**config.mk**
```make
export PLATFORM = sky130hd
export DESIGN_NAME = reaction_responder
export DESIGN_NICKNAME = d
export VERILOG_FILES = /design/src/rtl/reaction_pkg.sv /design/src/rtl/sync_edge.sv /design/src/rtl/reaction_responder.sv
export SDC_FILE = /design/constraint.sdc
export NUM_CORES = 1
export LEC_CHECK = 0
export CORE_MARGIN = 2
export CORE_UTILIZATION = 50
export CTS_CLUSTER_SIZE = 40
export DETAILED_ROUTE_END_ITERATION = 6
export PLACE_DENSITY = 0.83
export SLEW_MARGIN = 15
export SYNTH_ARGS = -nofsm -noshare
export SYNTH_HDL_FRONTEND = slang
export SYNTH_SLANG_ARGS = --single-unit
```
**constraint.sdc**
```tcl
create_clock -name clk_i -period 3.6 [get_ports clk_i]
set_input_delay 0.36 -clock clk_i [delete_from_list [all_inputs] [get_ports clk_i]]
set_output_delay 0.36 -clock clk_i [all_outputs]
set_load 0.01 [all_outputs]
```
**src/rtl/reaction_pkg.sv**
```systemverilog
// Shared definitions for the reaction timer and its automated responder.
package reaction_pkg;

    localparam int unsigned DelayWDefault      = 14;
    localparam int unsigned PressCyclesDefault = 2;

    typedef enum logic [2:0] {
        StIdle       = 3'd0,
        StStartPress = 3'd1,
        StWaitLed    = 3'd2,
        StDelay      = 3'd3,
        StRespPress  = 3'd4,
        StFinish     = 3'd5
    } rr_state_e;

endpackage

```
**src/rtl/sync_edge.sv**
```systemverilog
// Multi-stage synchroniser for an asynchronous level plus a registered
// rising-edge pulse taken from the synchronised level.
module sync_edge #(
    parameter int unsigned SYNC_STAGES = 2
) (
    input  logic clk_i,
    input  logic rst_ni,
    input  logic d_i,
    output logic rise_o
);

    logic [SYNC_STAGES-1:0] sync_q;
    logic                   level_dly_q;
    logic                   rise_q;

    always_ff @(posedge clk_i or negedge rst_ni) begin
        if (!rst_ni) begin
            sync_q      <= '0;
            level_dly_q <= 1'b0;
            rise_q      <= 1'b0;
        end else begin
            sync_q      <= {sync_q[SYNC_STAGES-2:0], d_i};
            level_dly_q <= sync_q[SYNC_STAGES-1];
            rise_q      <= sync_q[SYNC_STAGES-1] & ~level_dly_q;
        end
    end

    assign rise_o = rise_q;

endmodule

```
**src/rtl/reaction_responder.sv**
```systemverilog
// Automated reaction-timer player: issues the start press, waits for led, then
// presses user_btn a programmed number of cycles later and reports the latency.
module reaction_responder
    import reaction_pkg::*;
#(
    parameter int unsigned DELAY_W      = DelayWDefault,
    parameter int unsigned PRESS_CYCLES = PressCyclesDefault,
    parameter int unsigned SYNC_STAGES  = 2,
    parameter int unsigned TIMEOUT      = 16383
) (
    input  logic               clk_i,
    input  logic               areset_ni,
    input  logic               en_i,
    input  logic               start_i,
    input  logic               early_i,
    input  logic [DELAY_W-1:0] delay_cfg_i,
    input  logic               led_i,
    output logic               user_btn_o,
    output logic               busy_o,
    output logic               done_o,
    output logic               timeout_o,
    output logic [DELAY_W-1:0] resp_cnt_o,
    output logic [2:0]         state_o
);

    localparam logic [DELAY_W-1:0] PressLast   = DELAY_W'(PRESS_CYCLES - 1);
    localparam logic [DELAY_W-1:0] TimeoutLast = DELAY_W'(TIMEOUT - 1);
    localparam logic [DELAY_W-1:0] CntMax      = '1;
    localparam logic [DELAY_W-1:0] One         = DELAY_W'(1);

    rr_state_e          state_q;
    logic [DELAY_W-1:0] cnt_q;
    logic [DELAY_W-1:0] delay_q;
    logic [DELAY_W-1:0] resp_cnt_q;
    logic               early_q;
    logic               user_btn_q;
    logic               done_q;
    logic               timeout_q;
    logic               led_rise;
    logic [DELAY_W-1:0] cnt_inc;
    logic [DELAY_W-1:0] resp_lat;

    sync_edge #(
        .SYNC_STAGES(SYNC_STAGES)
    ) u_led_sync (
        .clk_i  (clk_i),
        .rst_ni (areset_ni),
        .d_i    (led_i),
        .rise_o (led_rise)
    );

    // Saturating increments: counters stick at all-ones rather than wrap.
    assign cnt_inc  = (cnt_q == CntMax) ? cnt_q : cnt_q + One;
    assign resp_lat = (delay_q == CntMax) ? delay_q : delay_q + One;

    always_ff @(posedge clk_i or negedge areset_ni) begin
        if (!areset_ni) begin
            state_q    <= StIdle;
            cnt_q      <= '0;
            delay_q    <= '0;
            resp_cnt_q <= '0;
            early_q    <= 1'b0;
            user_btn_q <= 1'b0;
            done_q     <= 1'b0;
            timeout_q  <= 1'b0;
        end else begin
            done_q    <= 1'b0;
            timeout_q <= 1'b0;
            if (!en_i) begin
                state_q    <= StIdle;
                user_btn_q <= 1'b0;
                cnt_q      <= '0;
            end else begin
                unique case (state_q)
                    StIdle: begin
                        if (start_i) begin
                            delay_q    <= delay_cfg_i;
                            early_q    <= early_i;
                            resp_cnt_q <= '0;
                            cnt_q      <= '0;
                            user_btn_q <= 1'b1;
                            state_q    <= StStartPress;
                        end
                    end
                    StStartPress: begin
                        if (cnt_q == PressLast) begin
                            user_btn_q <= 1'b0;
                            cnt_q      <= '0;
                            state_q    <= StWaitLed;
                        end else begin
                            cnt_q <= cnt_inc;
                        end
                    end
                    StWaitLed: begin
                        if (early_q) begin
                            // False start: led is ignored, press after the delay.
                            if (cnt_q == delay_q) begin
                                resp_cnt_q <= '0;
                                user_btn_q <= 1'b1;
                                cnt_q      <= '0;
                                state_q    <= StRespPress;
                            end else begin
                                cnt_q <= cnt_inc;
                            end
                        end else if (led_rise) begin
                            cnt_q <= '0;
                            if (delay_q == '0) begin
                                resp_cnt_q <= resp_lat;
                                user_btn_q <= 1'b1;
                                state_q    <= StRespPress;
                            end else begin
                                state_q <= StDelay;
                            end
                        end else if (cnt_q == TimeoutLast) begin
                            timeout_q <= 1'b1;
                            cnt_q     <= '0;
                            state_q   <= StIdle;
                        end else begin
                            cnt_q <= cnt_inc;
                        end
                    end
                    StDelay: begin
                        if (cnt_q == delay_q - One) begin
                            resp_cnt_q <= resp_lat;
                            user_btn_q <= 1'b1;
                            cnt_q      <= '0;
                            state_q    <= StRespPress;
                        end else begin
                            cnt_q <= cnt_inc;
                        end
                    end
                    StRespPress: begin
                        if (cnt_q == PressLast) begin
                            user_btn_q <= 1'b0;
                            done_q     <= 1'b1;
                            cnt_q      <= '0;
                            state_q    <= StFinish;
                        end else begin
                            cnt_q <= cnt_inc;
                        end
                    end
                    StFinish: begin
                        state_q <= StIdle;
                    end
                    default: begin
                        user_btn_q <= 1'b0;
                        cnt_q      <= '0;
                        state_q    <= StIdle;
                    end
                endcase
            end
        end
    end

    assign user_btn_o = user_btn_q;
    assign busy_o     = (state_q != StIdle);
    assign done_o     = done_q;
    assign timeout_o  = timeout_q;
    assign resp_cnt_o = resp_cnt_q;
    assign state_o    = state_q;

endmodule

```
==> results by group <==
Status
  – Status: finished clean

Routing
  – Met2 wire len: 4258 um
  – Detailed Route WL: 8827 um
  – Met3 WL post-DR: between 600 and 700 um
  – Drt drc: 0
  – DR vias/cell: ~6.3
  – Post-DR wirelength/cell: about 17 um
  – Initial DRC count: 321
  – Pre-antenna DRT Iters: 5
  – DR top layer: met4
  – Via count: approximately 3200
  – Routed met1 length: between 3000 and 4000 um
  – Final ANT Viol Nets: 0

Timing
  – Setup violations, final: 0
  – Final Cycle Share: 0.9752
  – Fin. Hold Viols: 0
  – Hold_ws: 0.2226 ns
  – Post-layout minimum cycle time: between 3 and 4 ns
  – Fmax: 284.8 MHz
  – Tightest slew margin relative to the limit: 0.3093
  – Worst-Margin Slew: around 1.0 ns
  – Setup ws final: 0.08924 ns
  – Fin. max-slew vios: 0
  – RSZ-0062 raised after global routing: no
  – Setup Skew: 0.007747 ns

Synth
  – Sequential-to-total area share from yosys stat: 0.3823
  – Synth Cell Area: 0.003470 mm^2
  – Yosys top cell by area: dfrtp_1
  – Ranking of synthesized cells by area: dfrtp_1 38%, mux2_2 4.9%, xnor2_1 4.3%
  – Cell variety after synth: 57
  – Synth Warn #: 0
  – Number of synthesized flops with an enable pin: 0
  – Async S/R FF share, synth: 1.000
  – Gate Count Post-Synth: 380
  – Mapped Nets: 406
  – Yosys top cell area share: 0.3823
  – Register bit total from synthesis: 53
  – Synthesized area per cell: 9.130 um^2
  – Main synth FF type: dfrtp_1

Clock tree
  – CTS Buffer Depth: 2
  – CTS tree: yes
  – Clk root buf: clkbuf_8
  – Skew-Pair Late Insertion Delay: 0.32 ns
  – Total CTS buffers: 5
  – Clock transition at path regs: 0.10 ns
  – CTS H-tree lvls: 2
  – Post-CTS Hold Fix Bufs: 0
  – CTS Sinks: 53

Global routing
  – Initial antenna violation count: 0
  – Vias in the first global route: slightly below 3000
  – GRT overflow: 0
  – Largest net degree at the start of global routing: 47
  – Tot GR Track Use: 0.2313
  – Global-route wire length before repair: between 10000 and 15000 um

Finish
  – Layout cells sized above 1: 0.1741
  – Final nets: 450
  – Finished Layout Cells: 505
  – Area Growth Syn to Fin: 21.24%
  – Multi-input gate area: 0.002009 mm^2
  – Design Area, Final: roughly 0.0042 mm^2
  – Diodes inserted: 0
  – Most common cell after layout, fill and taps aside: dfrtp_1
  – Layout fillers: roughly 540
  – Commonest non-fill, non-tap cells in the layout: 53 x dfrtp_1, 39 x clkdlybuf4s50_1, 36 x nor2_1
  – Sequential cell area: 0.001326 mm^2

Power
  – Overall power: 3.004 mW
  – Power per cell area: 714.1 mW/mm^2
  – Leakage power: 1.746 nW
  – Worst VDD drop: 0.0002921 V

Critical path
  – Setup crit end kind: flop
  – Worst path bufs/invs: 2
  – Worst Path Arrival: 3.72 ns
  – Crit-path max cell delay: approximately 0.58 ns
  – Worst-path fanout max: 7
  – CP Launch Type: flop
  – Most frequent CP cell: or4_4
  – RR Startpoint: delay_q[0]$_DFFE_PN0P_
  – Family with the most delay on the worst path: simple AND/OR/NAND/NOR gates
  – Crit. Startpoint: delay_q[0]$_DFFE_PN0P_
  – CP max-delay cell: or4_4
  – Cell Chain, Critical Path: inv_2 -> ha_4 -> or4b_4 -> o21a_1 -> or4_4 -> o211a_4 -> nor4_4 -> nor2_2 -> or4_4 -> clkbuf_16 -> mux2_4
  – Setup CP Type: reg -> reg
  – Crit path required time: 3.81 ns

Placement
  – Routability cong.: 0.9588
  – DP Cell Count: 490
  – DP HPWL: 6067 um
  – Port Buffers: 40
  – Pre-CTS WS: -0.02177 ns
  – Post-placement cell area: roughly 0.0040 mm^2

Job
  – Max Cap Viol: 0

Die
  – Cell Rows: 30
  – Die area: about 0.0076 mm^2
  – Initial Util: 0.5135
  – Die H: a little under 90 um
  – Core ar.: 0.006756 mm^2
  – Die W: 87.30 um
  – IO Count: 41

Min path
  – Min-delay worst type: in -> async
## worst reg2reg max path, stage by stage (launching register included)
cell and delay, ns:
dfrtp_1 0.41, inv_2 0.08, ha_4 0.14, or4b_4 0.51, o21a_1 0.22, or4_4 0.42, o211a_4 0.17, nor4_4 0.31
nor2_2 0.08, or4_4 0.58, clkbuf_16 0.20, mux2_4 0.30
## metal layers
layer | global-route usage | vias to the layer above
li1 | - | 1455
met1 | 0.3152 | 1518
met2 | 0.3650 | 169
met3 | 0.03697 | 21
met4 | 0.09650 | 0
met5 | 0 | -
## state kept, by name (all words and copies together) (netlist names)
register                flops
cnt_q                      14
delay_q                    14
resp_cnt_o                 14
state_o                     3
u_led_sync.sync_q           2
done_o                      1
early_q                     1
timeout_o                   1
u_led_sync.level_dly_q      1
u_led_sync.rise_o           1
user_btn_o                  1
## per-stage QoR
| stage | TNS, ns | utilization |
|---|---|---|
| 5_1_grt | 0 | 0.6226 |
| 2_1_floorplan | 0 | - |
| 3_3_place_gp | 0 | 0.5854 |
| 6_report | 0 | 0.6226 |
| 4_1_cts | 0 | 0.6031 |
| 3_5_place_dp | -0.02801 | 0.5854 |
## worst paths after layout
check / to / slack (ns) / cells past startpoint
max: resp_cnt_o[8]$_DFFE_PN0P_ / 0.09 / 11
min: delay_q[5]$_DFFE_PN0P_ / 0.22 / 1
max reg2reg: resp_cnt_o[8]$_DFFE_PN0P_ / 0.09 / 11
min reg2reg: u_led_sync.sync_q[1]$_DFF_PN0_ / 0.36 / 0
max in group asynchronous: delay_q[11]$_DFFE_PN0P_ / 2.66 / 2
min in group clk_i: u_led_sync.sync_q[1]$_DFF_PN0_ / 0.36 / 0
## cell families after synthesis
kind of cell,Yosys count,share of synthesized area
adder cells (fa/ha/maj),6,0.02164
buffers and inverters,39,0.05445
flip-flops,53,0.3823
AND/OR/NAND/NOR,154,0.2402
AO/OA/AOI/OAI,71,0.1273
XOR/XNOR,25,0.06311
multiplexers,32,0.1111
## synth_stat cells (all sizes together) (4+ instances only)
library cell,instances
or4,6
and3,6
xor2,8
dfrtp,53
o21ai,17
mux2,28
nor2,37
ha,6
clkbuf,20
a31oi,10
nor3,13
xnor2,17
or3,6
inv,11
nand2,24
buf,8
nand4,9
a21oi,20
nand3,21
mux2i,4
nor4,7
nand2b,4
## where the power goes
group | internal [mW] | switching, mW
clock | 0.227 | 0.199
combinational | 0.820 | 0.829
sequential | 0.763 | 0.165
total | 1.81 | 1.19
## what timing repair did
item,in CTS,in global routing
pin swaps,0,6
setup endpoints to repair,13,13
resized for setup,1,15
cloned,0,1
setup buffers,0,6
## layout make-up
| cell class | count | area share |
|---|---|---|
| flip-flops and latches | 53 | 0.3153 |
| clock buffers | 7 | 0.02052 |
| well taps | 80 | 0.02380 |
| multi-input cells | 288 | 0.4777 |
| clock inverters | 1 | 0.007139 |
| repair buffers | 65 | 0.1457 |
| inverters | 11 | 0.009816 |
Power figures use the tool's default switching activity.
